## src/rtl/lsu_mem_port_if.sv

```systemverilog
// Pipeline request/response channel plus the data-RAM port of the LSU.
// slave: the LSU side. master: the pipeline plus RAM side (testbench).
interface lsu_mem_port_if;
    logic        req_valid;
    logic        req_ready;
    logic        req_we;
    logic [2:0]  req_funct3;
    logic [31:0] req_addr;
    logic [31:0] req_wdata;
    logic        resp_valid;
    logic        resp_ready;
    logic [31:0] resp_rdata;
    logic        resp_err;
    logic        mem_read_enable;
    logic [3:0]  mem_write_byte_select;
    logic [3:0]  mem_read_byte_select;
    logic [31:0] mem_address;
    logic [31:0] mem_wdata;
    logic [31:0] mem_rdata;

    modport slave (
        input  req_valid, req_we, req_funct3, req_addr, req_wdata, resp_ready, mem_rdata,
        output req_ready, resp_valid, resp_rdata, resp_err,
               mem_read_enable, mem_write_byte_select, mem_read_byte_select,
               mem_address, mem_wdata
    );

    modport master (
        output req_valid, req_we, req_funct3, req_addr, req_wdata, resp_ready, mem_rdata,
        input  req_ready, resp_valid, resp_rdata, resp_err,
               mem_read_enable, mem_write_byte_select, mem_read_byte_select,
               mem_address, mem_wdata
    );
endinterface

```

## src/rtl/lsu_mem_port.sv

```systemverilog
// Single-outstanding load/store unit port to a word-wide data RAM.
// Handles byte/half/word lane selection, store replication, load extension,
// range/ROM/funct3 faults. Optional macro LSU_MISALIGN_TRAP_EN faults
// misaligned halfword/word accesses instead of silently aligning them.
module lsu_mem_port #(
    parameter int unsigned MEM_WORDS = 1024,
    parameter logic [31:0] ROM_ADDR0 = 32'h00100000,
    parameter logic [31:0] ROM_ADDR1 = 32'h00100004
) (
    input logic          clk,
    input logic          rst,
    lsu_mem_port_if.slave bus
);

    typedef enum logic [1:0] {S_IDLE, S_ISSUE, S_WAIT, S_RESP} state_t;

    state_t      state_q, state_d;
    logic        we_q, we_d;
    logic [2:0]  funct3_q, funct3_d;
    logic [31:0] addr_q, addr_d;
    logic [31:0] wdata_q, wdata_d;
    logic        err_q, err_d;
    logic [31:0] rdata_q, rdata_d;

    logic [31:0] word_idx;
    logic [31:0] word_addr;
    logic        is_rom, range_fault, illegal_f3, misalign, fault, issue_ok;
    logic [3:0]  lane_mask;
    logic [31:0] store_data;
    logic [31:0] load_fmt;
    logic [31:0] byte_src;
    logic [7:0]  ld_byte;
    logic [15:0] ld_half;

    // Fault decode, lane mask and data steering from the latched request
    always_comb begin
        word_addr   = {addr_q[31:2], 2'b00};
        word_idx    = {2'b00, addr_q[31:2]};
        is_rom      = (word_addr == ROM_ADDR0) || (word_addr == ROM_ADDR1);
        range_fault = (word_idx >= MEM_WORDS) && !is_rom;
        // 011/11x never legal; unsigned widths make no sense for stores
        illegal_f3  = (funct3_q == 3'b011) || (funct3_q[2:1] == 2'b11) || (we_q && funct3_q[2]);
`ifdef LSU_MISALIGN_TRAP_EN
        misalign    = ((funct3_q[1:0] == 2'b01) && addr_q[0]) ||
                      ((funct3_q[1:0] == 2'b10) && (addr_q[1:0] != 2'b00));
`else
        misalign    = 1'b0;
`endif
        fault       = range_fault || illegal_f3 || misalign || (we_q && is_rom);

        case (funct3_q[1:0])
            2'b00:   lane_mask = 4'b0001 << addr_q[1:0];
            2'b01:   lane_mask = addr_q[1] ? 4'b1100 : 4'b0011;
            default: lane_mask = 4'b1111;
        endcase

        // Replication puts the datum on every lane; the mask picks the real one
        case (funct3_q[1:0])
            2'b00:   store_data = {4{wdata_q[7:0]}};
            2'b01:   store_data = {2{wdata_q[15:0]}};
            default: store_data = wdata_q;
        endcase

        byte_src = bus.mem_rdata >> {addr_q[1:0], 3'b000};
        ld_byte  = byte_src[7:0];
        ld_half  = addr_q[1] ? bus.mem_rdata[31:16] : bus.mem_rdata[15:0];
        case (funct3_q)
            3'b000:  load_fmt = {{24{ld_byte[7]}}, ld_byte};
            3'b100:  load_fmt = {24'h0, ld_byte};
            3'b001:  load_fmt = {{16{ld_half[15]}}, ld_half};
            3'b101:  load_fmt = {16'h0, ld_half};
            default: load_fmt = bus.mem_rdata;
        endcase
    end

    // Next-state and response capture
    always_comb begin
        state_d  = state_q;
        we_d     = we_q;
        funct3_d = funct3_q;
        addr_d   = addr_q;
        wdata_d  = wdata_q;
        err_d    = err_q;
        rdata_d  = rdata_q;
        case (state_q)
            S_IDLE: begin
                if (bus.req_valid) begin
                    we_d     = bus.req_we;
                    funct3_d = bus.req_funct3;
                    addr_d   = bus.req_addr;
                    wdata_d  = bus.req_wdata;
                    err_d    = 1'b0;
                    rdata_d  = 32'h0;
                    state_d  = S_ISSUE;
                end
            end
            S_ISSUE: begin
                if (fault) begin
                    err_d   = 1'b1;
                    state_d = S_RESP;
                end else if (we_q) begin
                    state_d = S_RESP;
                end else begin
                    state_d = S_WAIT;
                end
            end
            S_WAIT: begin
                rdata_d = load_fmt;
                state_d = S_RESP;
            end
            S_RESP: begin
                if (bus.resp_ready) state_d = S_IDLE;
            end
            default: state_d = S_IDLE;
        endcase
    end

    // State and request/response registers, synchronous reset
    always_ff @(posedge clk) begin
        if (rst) begin
            state_q  <= S_IDLE;
            we_q     <= 1'b0;
            funct3_q <= 3'b000;
            addr_q   <= 32'h0;
            wdata_q  <= 32'h0;
            err_q    <= 1'b0;
            rdata_q  <= 32'h0;
        end else begin
            state_q  <= state_d;
            we_q     <= we_d;
            funct3_q <= funct3_d;
            addr_q   <= addr_d;
            wdata_q  <= wdata_d;
            err_q    <= err_d;
            rdata_q  <= rdata_d;
        end
    end

    // Outputs: memory strobes only in a non-faulting ISSUE, response only in RESP
    always_comb begin
        issue_ok                  = (state_q == S_ISSUE) && !fault;
        bus.req_ready             = (state_q == S_IDLE);
        bus.resp_valid            = (state_q == S_RESP);
        bus.resp_err              = (state_q == S_RESP) && err_q;
        bus.resp_rdata            = (state_q == S_RESP) ? rdata_q : 32'h0;
        bus.mem_read_enable       = issue_ok && !we_q;
        bus.mem_read_byte_select  = (issue_ok && !we_q) ? lane_mask : 4'b0000;
        bus.mem_write_byte_select = (issue_ok && we_q) ? lane_mask : 4'b0000;
        bus.mem_address           = issue_ok ? word_addr : 32'h0;
        bus.mem_wdata             = (issue_ok && we_q) ? store_data : 32'h0;
    end

endmodule

```

## src/flat_wrapper.sv

```systemverilog
// flat-port wrapper written by rule: the top's interface ports become plain ports
module lsu_mem_port_flat 
#(
    parameter int unsigned MEM_WORDS = 1024,
    parameter logic [31:0] ROM_ADDR0 = 32'h00100000,
    parameter logic [31:0] ROM_ADDR1 = 32'h00100004
)
  (clk, rst, bus_req_valid, bus_req_we, bus_req_funct3, bus_req_addr, bus_req_wdata, bus_resp_ready, bus_mem_rdata, bus_req_ready, bus_resp_valid, bus_resp_rdata, bus_resp_err, bus_mem_read_enable, bus_mem_write_byte_select, bus_mem_read_byte_select, bus_mem_address, bus_mem_wdata);
  lsu_mem_port_if bus_i ();
  input logic clk;
  input logic rst;
  input wire logic [$bits(bus_i.req_valid)-1:0] bus_req_valid;
  input wire logic [$bits(bus_i.req_we)-1:0] bus_req_we;
  input wire logic [$bits(bus_i.req_funct3)-1:0] bus_req_funct3;
  input wire logic [$bits(bus_i.req_addr)-1:0] bus_req_addr;
  input wire logic [$bits(bus_i.req_wdata)-1:0] bus_req_wdata;
  input wire logic [$bits(bus_i.resp_ready)-1:0] bus_resp_ready;
  input wire logic [$bits(bus_i.mem_rdata)-1:0] bus_mem_rdata;
  output wire logic [$bits(bus_i.req_ready)-1:0] bus_req_ready;
  output wire logic [$bits(bus_i.resp_valid)-1:0] bus_resp_valid;
  output wire logic [$bits(bus_i.resp_rdata)-1:0] bus_resp_rdata;
  output wire logic [$bits(bus_i.resp_err)-1:0] bus_resp_err;
  output wire logic [$bits(bus_i.mem_read_enable)-1:0] bus_mem_read_enable;
  output wire logic [$bits(bus_i.mem_write_byte_select)-1:0] bus_mem_write_byte_select;
  output wire logic [$bits(bus_i.mem_read_byte_select)-1:0] bus_mem_read_byte_select;
  output wire logic [$bits(bus_i.mem_address)-1:0] bus_mem_address;
  output wire logic [$bits(bus_i.mem_wdata)-1:0] bus_mem_wdata;
  assign bus_i.req_valid = bus_req_valid;
  assign bus_i.req_we = bus_req_we;
  assign bus_i.req_funct3 = bus_req_funct3;
  assign bus_i.req_addr = bus_req_addr;
  assign bus_i.req_wdata = bus_req_wdata;
  assign bus_i.resp_ready = bus_resp_ready;
  assign bus_i.mem_rdata = bus_mem_rdata;
  assign bus_req_ready = bus_i.req_ready;
  assign bus_resp_valid = bus_i.resp_valid;
  assign bus_resp_rdata = bus_i.resp_rdata;
  assign bus_resp_err = bus_i.resp_err;
  assign bus_mem_read_enable = bus_i.mem_read_enable;
  assign bus_mem_write_byte_select = bus_i.mem_write_byte_select;
  assign bus_mem_read_byte_select = bus_i.mem_read_byte_select;
  assign bus_mem_address = bus_i.mem_address;
  assign bus_mem_wdata = bus_i.mem_wdata;
  lsu_mem_port #(.MEM_WORDS(MEM_WORDS), .ROM_ADDR0(ROM_ADDR0), .ROM_ADDR1(ROM_ADDR1)) u_core (.clk(clk), .rst(rst), .bus(bus_i));
endmodule
```

## config.mk

```make
export PLATFORM = sky130hd
export DESIGN_NAME = lsu_mem_port_flat
export DESIGN_NICKNAME = d
export VERILOG_FILES = /design/src/rtl/lsu_mem_port_if.sv /design/src/rtl/lsu_mem_port.sv /design/src/flat_wrapper.sv
export SDC_FILE = /design/constraint.sdc
export NUM_CORES = 1
export LEC_CHECK = 0
export ABC_CLOCK_PERIOD_IN_PS = 3200
export CAP_MARGIN = 20
export CORE_MARGIN = 5
export CORE_UTILIZATION = 45
export CTS_CLUSTER_SIZE = 8
export DETAILED_ROUTE_END_ITERATION = 12
export HOLD_SLACK_MARGIN = 0.03
export MAX_ROUTING_LAYER = met4
export PLACE_DENSITY = 0.8
export SETUP_SLACK_MARGIN = 0.2
export SYNTH_ARGS = -nofsm -noshare
export SYNTH_HDL_FRONTEND = slang
export SYNTH_SLANG_ARGS = --single-unit
```

## constraint.sdc

```tcl
create_clock -name clk -period 3.2 [get_ports clk]
set_input_delay 0.8 -clock clk [delete_from_list [all_inputs] [get_ports clk]]
set_output_delay 0.8 -clock clk [all_outputs]
set_load 0.02 [all_outputs]
```

==> results of run 1 <==
report_power, final:
group / switching [mW] / total (mW) / internal [mW] / leakage, nW
registers: 0.164 / 1.66 / 1.50 / 0.841
logic: 0.851 / 1.40 / 0.545 / 1.97
clock network: 0.506 / 1.13 / 0.623 / 0.150
total: 1.52 / 4.19 / 2.67 / 2.96
Yosys cell counts (10+ instances only):
library cell	n	area share [%]
sky130_fd_sc_hd__nand2_1	165	12
sky130_fd_sc_hd__dfxtp_1	103	40
sky130_fd_sc_hd__a21oi_1	95	9.2
sky130_fd_sc_hd__and2_1	48	5.8
sky130_fd_sc_hd__clkbuf_1	37	2.7
sky130_fd_sc_hd__nor2_1	35	2.5
sky130_fd_sc_hd__inv_1	25	1.8
sky130_fd_sc_hd__mux2i_1	23	4.4
sky130_fd_sc_hd__buf_4	21	3.0
sky130_fd_sc_hd__a221o_1	17	3.3
sky130_fd_sc_hd__nand2b_1	12	1.4
sky130_fd_sc_hd__and3_1	10	1.2
layer usage:
layer  wire, um  vias up  part of all wire [%]
li1           -     2576                     -
met1       6693     2467                    39
met2       8314      217                    49
met3       1383       43                   8.1
met4        605        0                   3.6
met5          0        -                     0
final cells by class:
class | count | area share (%)
inverter | 25 | 1.285
tap | 143 | 2.449
multi-input combinational | 497 | 37.94
sequential | 103 | 28.25
clock buffer | 10 | 3.135
clock inverter | 6 | 1.045
timing repair buffer | 204 | 25.90
sequential cells by signal, summed over array words and instances, names as in the netlist:
register / count
u_core.we_q: 1
u_core.wdata_q: 32
u_core.err_q: 1
u_core.rdata_q: 32
u_core.state_q: 2
u_core.addr_q: 32
u_core.funct3_q: 3
what timing repair did:
item                       in CTS  in global routing
gates resized for setup        53                 63
pin swaps                       0                  1
hold buffers                    0                  0
setup endpoints to repair      55                 55
worst max path at each step:
stage | start | endpoint | slack [ns]
6_report | u_core.state_q[1] | bus_mem_wdata[18] | 0.31
2_1_floorplan | u_core.funct3_q[1] | bus_mem_read_byte_select[1] | 0.53
3_3_place_gp | u_core.addr_q[17] | bus_mem_wdata[3] | 0.35
4_1_cts | u_core.addr_q[17] | bus_mem_wdata[6] | 0.19
5_1_grt | u_core.state_q[1] | bus_mem_wdata[19] | 0.20
3_5_place_dp | u_core.addr_q[17] | bus_mem_wdata[6] | 0.30
through the flow:
step,total power [mW],cells
after global routing,4.429,988
after global placement,3.018,972
after floorplan,2.583,695
after CTS,4.188,988
after detailed placement,3.071,972
final,4.189,988
logic make-up (layout without fill, tap and decap cells):
| kind of cell | after synthesis | after routing | synth area share [%] |
|---|---|---|---|
| mux | 26 | 26 | 5.297 |
| other cells | 1 | 21 | 0.07217 |
| compound gates | 154 | 154 | 19.38 |
| simple gates | 292 | 292 | 25.79 |
| buf+inv | 95 | 245 | 8.813 |
| fa+ha+maj | 4 | 4 | 0.9632 |
| flops | 103 | 103 | 39.68 |
==> summary.txt, run 1 <==
Status
  – Outcome: finished clean

Global route
  – Met2 Use GR: 40.91%
  – Maximum number of pins on one net before global-route repair: 80
  – Initial antenna violation count: 0
  – Aggregate global routing overflow: 0
  – Global-route wire length before repair: roughly 27 mm
  – GRT Util Overall: 24.34%
  – Met3 demand-to-capacity share in global routing: approximately 5.4%
  – Most used routing layer: met2
  – Vias in the first global route: about 5400
  – GR met1 Demand/Resource: 28.00%

Placement
  – Number of buffer cells added on primary ports: 190
  – Instance area after placement: slightly above 0.007 sq mm
  – Pre-CTS WS: slightly above 0.3 ns
  – RD Place Congestion: a little over 0.9
  – HPWL after detailed placement: 12.86 mm

Power and ir drop
  – Cell area power density: 573.5 mW/mm^2
  – Standby leakage power: roughly 3.0 nW
  – Peak supply drop: ~0.40 mV

CTS
  – Clock tree from TritonCTS: built
  – Num CTS Buffers: 9
  – Clk sinks: 103
  – Maximum number of buffers from clock root to sink: 2
  – Count of H-tree levels built during CTS: 3
  – Register clock-pin slew on the reported worst setup and hold paths: roughly 0.07 ns
  – Library cell used as clock root buffer: sky130_fd_sc_hd__clkbuf_16
  – Clock latency at the later pin of the worst-skew pair: about 0.34 ns
  – Post-CTS Setup Repair Bufs: 0

Worst hold path
  – Path type of the worst min-delay path: reg2reg
  – Endpoint, Worst Hold: u_core.rdata_q[13]
  – HP Start: u_core.rdata_q[13]
  – Number of cells on the worst hold path: 1

Setup path
  – Cell family with most CP delay: buffers and inverters
  – Cell at the slowest stage of the critical path: sky130_fd_sc_hd__dfxtp_1
  – Register-to-Register Setup Slack: roughly 0.77 ns
  – Crit path kind: reg2out
  – Crit. path cell count: 7
  – Crit path buffers/inverters: 3
  – Kind of end point of the critical path: primary output
  – Endpoint of the lowest-slack register-to-register path: u_core.rdata_q[21]
  – Startpoint of the worst register-to-register path: u_core.state_q[0]
  – Kind of start point of the critical path: register
  – Data arrival time of the worst path: approximately 2.1 ns
  – Cell chain of the critical path: inv_1, ha_1, and2_1, nand4_1, buf_4, nor2_1, dlygate4sd2_1
  – Worst endpoint required time: 2.40 ns
  – Critical path's largest stage delay: 0.41 ns
  – Largest fanout on the critical path: 28
  – R2r worst-path depth: 6

STA
  – Slew Limit Headroom: approximately 30%
  – Final hold viol count: 0
  – Post-layout worst setup margin: between 0.3 and 0.4 ns
  – Final Slew Violations: 0
  – RSZ-0062 raised after global routing: false
  – Slew of the pin with the lowest slew margin: ~1.0 ns
  – Period Utilization, post-route: roughly nine tenths
  – Final critical delay including setup and external delays: between 2 and 3 ns
  – Max Clock Freq: around 0.35 GHz
  – Worst clock skew: 0.005662 ns
  – Final hold slack: 0.4473 ns
  – Post-Route Setup TNS: 0 ns
  – Count of final setup violators: 0

Route
  – Number of nets with antenna violations after routing: 0
  – Detailed-route via count: 5303
  – DR WL/cell: about 17 um
  – Wirelength, routed: 17.00 mm
  – Count of unresolved DRC violations after routing: 0
  – Detailed-routing iteration count for the pre-antenna-repair pass: 5
  – Routed vias/inst: roughly 5.4
  – Number of violations reported at the end of detailed-routing iteration 0: 385

Layout
  – Count of filler cells inserted in the layout: about 990
  – Sequential Area: just over 0.002 sq mm
  – Finished layout cell area: 0.007305 sq mm
  – Most common cell after layout, fill and taps aside: sky130_fd_sc_hd__nand2_1
  – Most frequent cells in the layout: sky130_fd_sc_hd__nand2_1 (164), sky130_fd_sc_hd__clkdlybuf4s50_1 (137), sky130_fd_sc_hd__dfxtp_1 (102), sky130_fd_sc_hd__a21oi_1 (95), sky130_fd_sc_hd__and2_1 (47)
  – Fraction of final layout cells sized beyond drive strength 1: slightly below 8%
  – Share of the core filled with cells: roughly 64%
  – Area of combinational cells with multiple inputs: between 0.002 and 0.003 sq mm
  – Final net count: between 900 and 1000
  – Diode count: 0
  – Area overhead of the layout relative to synthesis: 40.57%

Logic synthesis
  – Number of different library cells in the post-synthesis netlist: 42
  – Leading register cell type out of synthesis: sky130_fd_sc_hd__dfxtp_1
  – Average cell area after synthesis: just under 8 sq um
  – Count of flip-flops with a built-in enable after synthesis: 0
  – Register bit total from synthesis: between 100 and 150
  – Netlist area before placement: 0.005196 sq mm
  – Proportion of synthesized chip area in sequential cells: between 30% and 40%
  – Async set-reset flop share out of synthesis: 0%
  – Number of warnings issued by yosys: 0
  – Synth Instances: 675

Job
  – Maximum Capacitance Violations: 0

Floorplan
  – Effective utilization at floorplan: between 40% and 50%
  – Site row count: 39
  – Standard cell core area: between 0.01 and 0.015 sq mm
  – Die span in x: between 100 and 150 um
  – Die Area: 0.01380 sq mm
  – Ports placed on the boundary: approximately 210
  – DIE HEIGHT: between 100 and 150 um
Note: power is estimated with default switching activity, not from simulation.
==> inputs of run 2 (changes only) <==
ABC_AREA = 0   (was not set)
CORE_ASPECT_RATIO = 1.1   (was not set)
CORE_MARGIN = not set   (was 5)
==> run 2 against run 1 <==
  * Via count grew 1.1%
  * First-iteration DRC count shrank 33%
  * Cell count grew 0.81%
  * Sequential share of layout area is 0.33 points lower
  * Final area rose by 1.3%
  * Flip-flop and latch count is the same
  * Largest cell class unchanged
  * Highest routed layer unchanged
==> summary.txt, run 2 (synthesized netlist as in run 1, its figures left out) <==
Status
  – Outcome: finished clean

Route
  – DR WL/cell: 16.31 um (-5.2%)
  – Count of unresolved DRC violations after routing: 0 (unchanged)
  – Detailed-route via count: 5361 (+1.1%)
  – Routed length on met1: 6.557 mm (-2.0%)
  – Number of violations reported at the end of detailed-routing iteration 0: 257 (-33%)
  – Number of nets with antenna violations after routing: 0 (unchanged)
  – Detailed-routing iteration count for the pre-antenna-repair pass: 4 (-1)
  – Wirelength, routed: 16.25 mm (-4.4%)
  – Top Metal Used: met4
  – Met2 wire length: 8.212 mm (-1.2%)
  – Total length of routed met3 wires: 1.044 mm (-25%)
  – Routed vias/inst: 5.383 (+0.28%)

Setup path
  – Kind of end point of the critical path: primary output
  – Worst endpoint required time: 2.40 ns (about the same)
  – Startpoint of the worst register-to-register path: u_core.state_q[0]
  – Crit path kind: reg2out
  – Kind of start point of the critical path: register
  – Data arrival time of the worst path: 2.11 ns (+0.02 ns)
  – Crit path launch: u_core.addr_q[7]
  – Largest fanout on the critical path: 8 (-71%)

STA
  – Final critical delay including setup and external delays: 2.905 ns (+0.01186 ns)
  – Slew Limit Headroom: 40.82% (+11 points)
  – RSZ-0062 raised after global routing: false
  – Max Clock Freq: 0.3442 GHz (-0.41%)
  – Slew of the pin with the lowest slew margin: 0.8878 ns (-0.1577 ns)
  – Period Utilization, post-route: 90.79% (+0.37 points)
  – Final Slew Violations: 0 (unchanged)
  – Count of final setup violators: 0 (unchanged)
  – Final hold viol count: 0 (unchanged)
  – Worst clock skew: 0.01099 ns (+0.005326 ns)
  – Final hold slack: 0.4474 ns (+0.0001010 ns)
  – Post-Route Setup TNS: 0 ns (unchanged)
  – Post-layout worst setup margin: 0.2948 ns (-0.01187 ns)

Placement
  – Pre-CTS WS: 0.2317 ns (-0.07054 ns)
  – HPWL after detailed placement: 12.09 mm (-5.9%)
  – Placed Instances: 979 (+0.72%)
  – Instance area after placement: 0.007146 sq mm (+0.39%)
  – RD Place Congestion: 0.9166 (-2.0%)
  – Number of buffer cells added on primary ports: 190 (unchanged)

Layout
  – Area overhead of the layout relative to synthesis: 42.33%
  – Finished layout cell area: 0.007396 sq mm (+1.3%)
  – Most frequent cells in the layout: sky130_fd_sc_hd__nand2_1 (164), sky130_fd_sc_hd__clkdlybuf4s50_1 (137), sky130_fd_sc_hd__dfxtp_1 (101), sky130_fd_sc_hd__a21oi_1 (95), sky130_fd_sc_hd__and2_1 (47)
  – Share of the core filled with cells: 66.87% (+2.6 points)
  – Cell Count, Final, Fillers Out: 996 (+0.81%)
  – Most common cell after layout, fill and taps aside: sky130_fd_sc_hd__nand2_1
  – Diode count: 0 (unchanged)
  – Fraction of final layout cells sized beyond drive strength 1: 8.598% (+0.67 points)
  – Registers with the most flip-flops: u_core.addr_q x32, u_core.rdata_q x32, u_core.wdata_q x32
  – Final net count: 952 (+0.42%)
  – Count of filler cells inserted in the layout: 937 (-5.6%)

Job
  – Maximum Capacitance Violations: 0 (unchanged)

Power and ir drop
  – Tot Pwr: 4.243 mW (+1.3%)
  – Standby leakage power: 2.974 nW (+0.58%)
  – Cell area power density: 573.7 mW/mm^2 (about the same)
  – Peak supply drop: 0.3207 mV (-19%)

CTS
  – Count of H-tree levels built during CTS: 3 (unchanged)
  – Num CTS Buffers: 9 (unchanged)
  – Clock tree from TritonCTS: built
  – Register clock-pin slew on the reported worst setup and hold paths: 0.08 ns (about the same)
  – Post-CTS Setup Repair Bufs: 0 (unchanged)
  – Library cell used as clock root buffer: sky130_fd_sc_hd__clkbuf_16
  – Clock latency at the later pin of the worst-skew pair: 0.35 ns (about the same)
  – Maximum number of buffers from clock root to sink: 2 (unchanged)
  – Clk sinks: 103 (unchanged)

Worst hold path
  – Path type of the worst min-delay path: reg2reg
  – HP Start: u_core.rdata_q[14]

Global route
  – Initial antenna violation count: 0 (unchanged)
  – GRT Util Overall: 27.62% (+3.3 points)
  – Aggregate global routing overflow: 0 (unchanged)
  – Maximum number of pins on one net before global-route repair: 80 (unchanged)
  – Vias in the first global route: 5210 (-3.6%)
  – Global-route wire length before repair: 25.54 mm (-6.0%)

Floorplan
  – Die span in x: 104.5 um (-11%)
  – Die Area: 0.01198 sq mm (-13%)
  – DIE HEIGHT: 114.7 um (-2.3%)
  – Site row count: 40 (+2.6%)
  – Effective utilization at floorplan: 46.98% (+1.3 points)
  – Standard cell core area: 0.01106 sq mm (-2.7%)
  – Ports placed on the boundary: 212 (unchanged)
[run 2: cell types whose count changed in the layout (fill, tap and decap cells not counted), sizes merged]
cell	previous run	this run
inv	29	27
clkinvlp	0	1
clkdlybuf4s15	10	16
dlygate4sd2	19	16
clkbuf	33	29
clkinv	1	3
buf	15	19
[run 2: path summary, 6_finish.rpt]
kind                        end  slack, ns  cells past startpoint
max            bus_mem_wdata[2]       0.29                      6
min          u_core.rdata_q[14]       0.45                      1
max reg2reg  u_core.rdata_q[27]       0.87                      6
min reg2reg  u_core.rdata_q[14]       0.45                      1
[run 2: what timing repair did]
action / in CTS / in global routing
endpoints found under the setup margin: 52 / 68
hold buffers: 0 / 0
gates resized for setup: 54 / 66
[run 2: worst max-delay path, stage by stage (launching register included)]
cell and delay [ns]:
sky130_fd_sc_hd__dfxtp_1 0.34, sky130_fd_sc_hd__nor4_2 0.30, sky130_fd_sc_hd__a41o_1 0.26, sky130_fd_sc_hd__and4_1 0.23
sky130_fd_sc_hd__buf_4 0.16, sky130_fd_sc_hd__and3_1 0.17, sky130_fd_sc_hd__clkdlybuf4s15_1 0.30
[run 2: final cells by class]
| cell class | count | area [sq um] | share of cell area [%] |
|---|---|---|---|
| Timing Repair Buffer | 208 | 1937 | 26.19 |
| Inverter | 25 | 93.84 | 1.269 |
| Sequential cell | 103 | 2064 | 27.91 |
| Multi-Input combinational cell | 497 | 2790 | 37.73 |
| Clock buffer | 9 | 225.2 | 3.045 |
| Clock inverter | 7 | 101.3 | 1.370 |
| Tap cell | 147 | 183.9 | 2.487 |
[run 2: per-layer routing]
metal / vias to the layer above / GRT usage (%)
met4: 0 / 10.38
met1: 2539 / 30.69
met5: - / -
met2: 216 / 49.18
li1: 2575 / -
met3: 31 / 5.179
[run 2: report_power, final]
part / internal, mW / total (mW) / switching (mW)
Sequential: 1.50 / 1.67 / 0.167
Combinational: 0.555 / 1.40 / 0.847
Clock: 0.633 / 1.17 / 0.541
Total: 2.69 / 4.24 / 1.56
==> inputs of run 3 (changes only) <==
SKIP_CTS_REPAIR_TIMING = 1   (was not set)
==> run 3 against run 2 <==
  * Critical endpoint is now bus_mem_read_byte_select[0]
  * First-iteration DRC count rose by 5.4%
  * Non-clock buffer count stayed put
  * Via count up 0.75%
  * Flip-flop and latch count is the same
  * Critical path type unchanged
  * Combinational power hardly changed
  * Die area is the same
  * Routed wire length grew 0.65%
  * Sequential share of layout area fell by 0.77 points
  * Clock power is essentially flat
==> summary.txt, run 3 (synthesized netlist as in run 1, its figures left out) <==
Layout
  – Finished layout cell area: 0.007602 sq mm (+2.8%)
  – Area overhead of the layout relative to synthesis: 46.30%
  – Count of filler cells inserted in the layout: 898 (-4.2%)
  – Diode count: 0 (unchanged)
  – Fraction of final layout cells sized beyond drive strength 1: 6.360% (-2.2 points)
  – Most frequent cells in the layout: sky130_fd_sc_hd__nand2_1 (164), sky130_fd_sc_hd__clkdlybuf4s50_1 (137), sky130_fd_sc_hd__dfxtp_1 (102), sky130_fd_sc_hd__a21oi_1 (95), sky130_fd_sc_hd__dlymetal6s2s_1 (48)
  – Most common cell after layout, fill and taps aside: sky130_fd_sc_hd__nand2_1
  – Final net count: 952 (unchanged)
  – Registers with the most flip-flops: u_core.addr_q x32, u_core.rdata_q x32, u_core.wdata_q x32

Setup path
  – Endpoint of the lowest-slack register-to-register path: u_core.rdata_q[27]
  – Kind of end point of the critical path: primary output
  – Largest fanout on the critical path: 6 (-2)
  – Register-to-Register Setup Slack: 0.87 ns (about the same)
  – Crit path kind: reg2out
  – Kind of start point of the critical path: register
  – Worst endpoint required time: 2.40 ns (about the same)
  – Data arrival time of the worst path: 2.13 ns (+0.02 ns)
  – Startpoint of the worst register-to-register path: u_core.state_q[0]
  – R2r worst-path depth: 6 (unchanged)

STA
  – Slew of the pin with the lowest slew margin: 0.8871 ns (-0.0006921 ns)
  – Period Utilization, post-route: 91.67% (+0.88 points)
  – Max Clock Freq: 0.3409 GHz (-0.96%)
  – Count of final setup violators: 0 (unchanged)
  – Post-Route Setup TNS: 0 ns (unchanged)
  – RSZ-0062 raised after global routing: true
  – Final Slew Violations: 0 (unchanged)
  – Worst clock skew: 0.01153 ns (+0.0005470 ns)
  – Slew Limit Headroom: 40.86% (+0.046 points)
  – Final critical delay including setup and external delays: 2.933 ns (+0.02831 ns)
  – Final hold viol count: 0 (unchanged)

CTS
  – Clock latency at the later pin of the worst-skew pair: 0.35 ns (about the same)
  – Register clock-pin slew on the reported worst setup and hold paths: 0.08 ns (about the same)
  – Num CTS Buffers: 9 (unchanged)
  – Clock tree from TritonCTS: built
  – Maximum number of buffers from clock root to sink: 2 (unchanged)
  – Library cell used as clock root buffer: sky130_fd_sc_hd__clkbuf_16
  – Clk sinks: 103 (unchanged)
  – Count of H-tree levels built during CTS: 3 (unchanged)

Placement
  – RD Place Congestion: 0.9166 (unchanged)
  – Instance area after placement: 0.007146 sq mm (unchanged)
  – HPWL after detailed placement: 12.09 mm (unchanged)
  – Number of buffer cells added on primary ports: 190 (unchanged)

Global route
  – Vias in the first global route: 5211 (+0.019%)
  – GRT Util Overall: 27.61% (about the same)
  – Initial antenna violation count: 0 (unchanged)
  – Global-route wire length before repair: 25.54 mm (about the same)
  – Aggregate global routing overflow: 0 (unchanged)
  – Maximum number of pins on one net before global-route repair: 80 (unchanged)

Route
  – Count of unresolved DRC violations after routing: 0 (unchanged)
  – Detailed-route via count: 5401 (+0.75%)
  – Number of nets with antenna violations after routing: 0 (unchanged)
  – Wirelength, routed: 16.35 mm (+0.65%)
  – Number of violations reported at the end of detailed-routing iteration 0: 271 (+5.4%)
  – DR WL/cell: 16.42 um (+0.65%)
  – Routed vias/inst: 5.423 (+0.75%)
  – Detailed-routing iteration count for the pre-antenna-repair pass: 4 (unchanged)

Worst hold path
  – Number of cells on the worst hold path: 1 (unchanged)
  – Endpoint, Worst Hold: u_core.rdata_q[14]
  – HP Start: u_core.rdata_q[14]
  – Path type of the worst min-delay path: reg2reg

Floorplan
  – Die Area: 0.01198 sq mm (unchanged)
  – Ports placed on the boundary: 212 (unchanged)
  – Standard cell core area: 0.01106 sq mm (unchanged)
  – Site row count: 40 (unchanged)
  – Effective utilization at floorplan: 46.98% (unchanged)
  – DIE HEIGHT: 114.7 um (unchanged)
  – Die span in x: 104.5 um (unchanged)

Status
  – Outcome: finished clean

Power and ir drop
  – Standby leakage power: 3.753 nW (+26%)
  – Peak supply drop: 0.3265 mV (+1.8%)
  – Cell area power density: 557.4 mW/mm^2 (-2.9%)

Job
  – Maximum Capacitance Violations: 0 (unchanged)
run 3: stage by stage:
| step | total power [mW] | utilization [%] | std cells | hold WS, ns | worst slack [ns] |
|---|---|---|---|---|---|
| 5_1_grt | 4.459 | 68.73 | 996 | 0.4627 | 0.1497 |
| 2_1_floorplan | 2.583 | - | 695 | 0.4181 | 0.5292 |
| 3_5_place_dp | 3.065 | 64.60 | 979 | 0.4326 | 0.2317 |
| 6_report | 4.237 | 68.73 | 996 | 0.4473 | 0.2665 |
| 4_1_cts | 4.231 | 67.56 | 995 | 0.4505 | -0.1579 |
| 3_3_place_gp | 3.015 | 64.60 | 979 | 0.4297 | 0.3161 |
run 3: worst max path at each step:
stage	start	end	depth (start not counted)
floorplan	u_core.funct3_q[1]	bus_mem_read_byte_select[1]	5
global placement	u_core.addr_q[13]	bus_mem_read_byte_select[0]	5
detailed placement	u_core.addr_q[7]	bus_mem_read_byte_select[0]	5
CTS	u_core.addr_q[7]	bus_mem_read_byte_select[0]	5
global route	u_core.addr_q[17]	bus_mem_read_byte_select[0]	5
finish	u_core.addr_q[7]	bus_mem_read_byte_select[0]	5
run 3: area by class of cell:
| cell class | count | area (sq um) | area share, % |
|---|---|---|---|
| inverters | 25 | 93.84 | 1.234 |
| repair buffers | 208 | 2157 | 28.37 |
| clock inverters | 7 | 101.3 | 1.333 |
| clock buffers | 9 | 225.2 | 2.962 |
| flip-flops and latches | 103 | 2063 | 27.14 |
| well taps | 147 | 183.9 | 2.419 |
| multi-input cells | 497 | 2778 | 36.54 |
run 3: report_power, final:
| part | internal, mW | switching [mW] | total, mW | leakage (nW) |
|---|---|---|---|---|
| Clock | 0.633 | 0.540 | 1.17 | 0.155 |
| Combinational | 0.555 | 0.847 | 1.40 | 2.76 |
| Sequential | 1.50 | 0.163 | 1.66 | 0.841 |
| Total | 2.69 | 1.55 | 4.24 | 3.75 |
run 3: worst max-delay path, cell delays in order (launching register included):
cell and delay, ns:
sky130_fd_sc_hd__dfxtp_1 0.33, sky130_fd_sc_hd__nor4_1 0.34, sky130_fd_sc_hd__a41o_1 0.27, sky130_fd_sc_hd__and3_1 0.26, sky130_fd_sc_hd__nor4b_1 0.28, sky130_fd_sc_hd__dlymetal6s2s_1 0.31
run 3: metal layers:
layer,GRT usage (%),vias to the layer above,wire [um]
met2,49.14,244,8383
met3,5.122,25,1120
li1,-,2578,-
met4,9.524,0,342
met1,31.04,2554,6504
met5,-,-,0
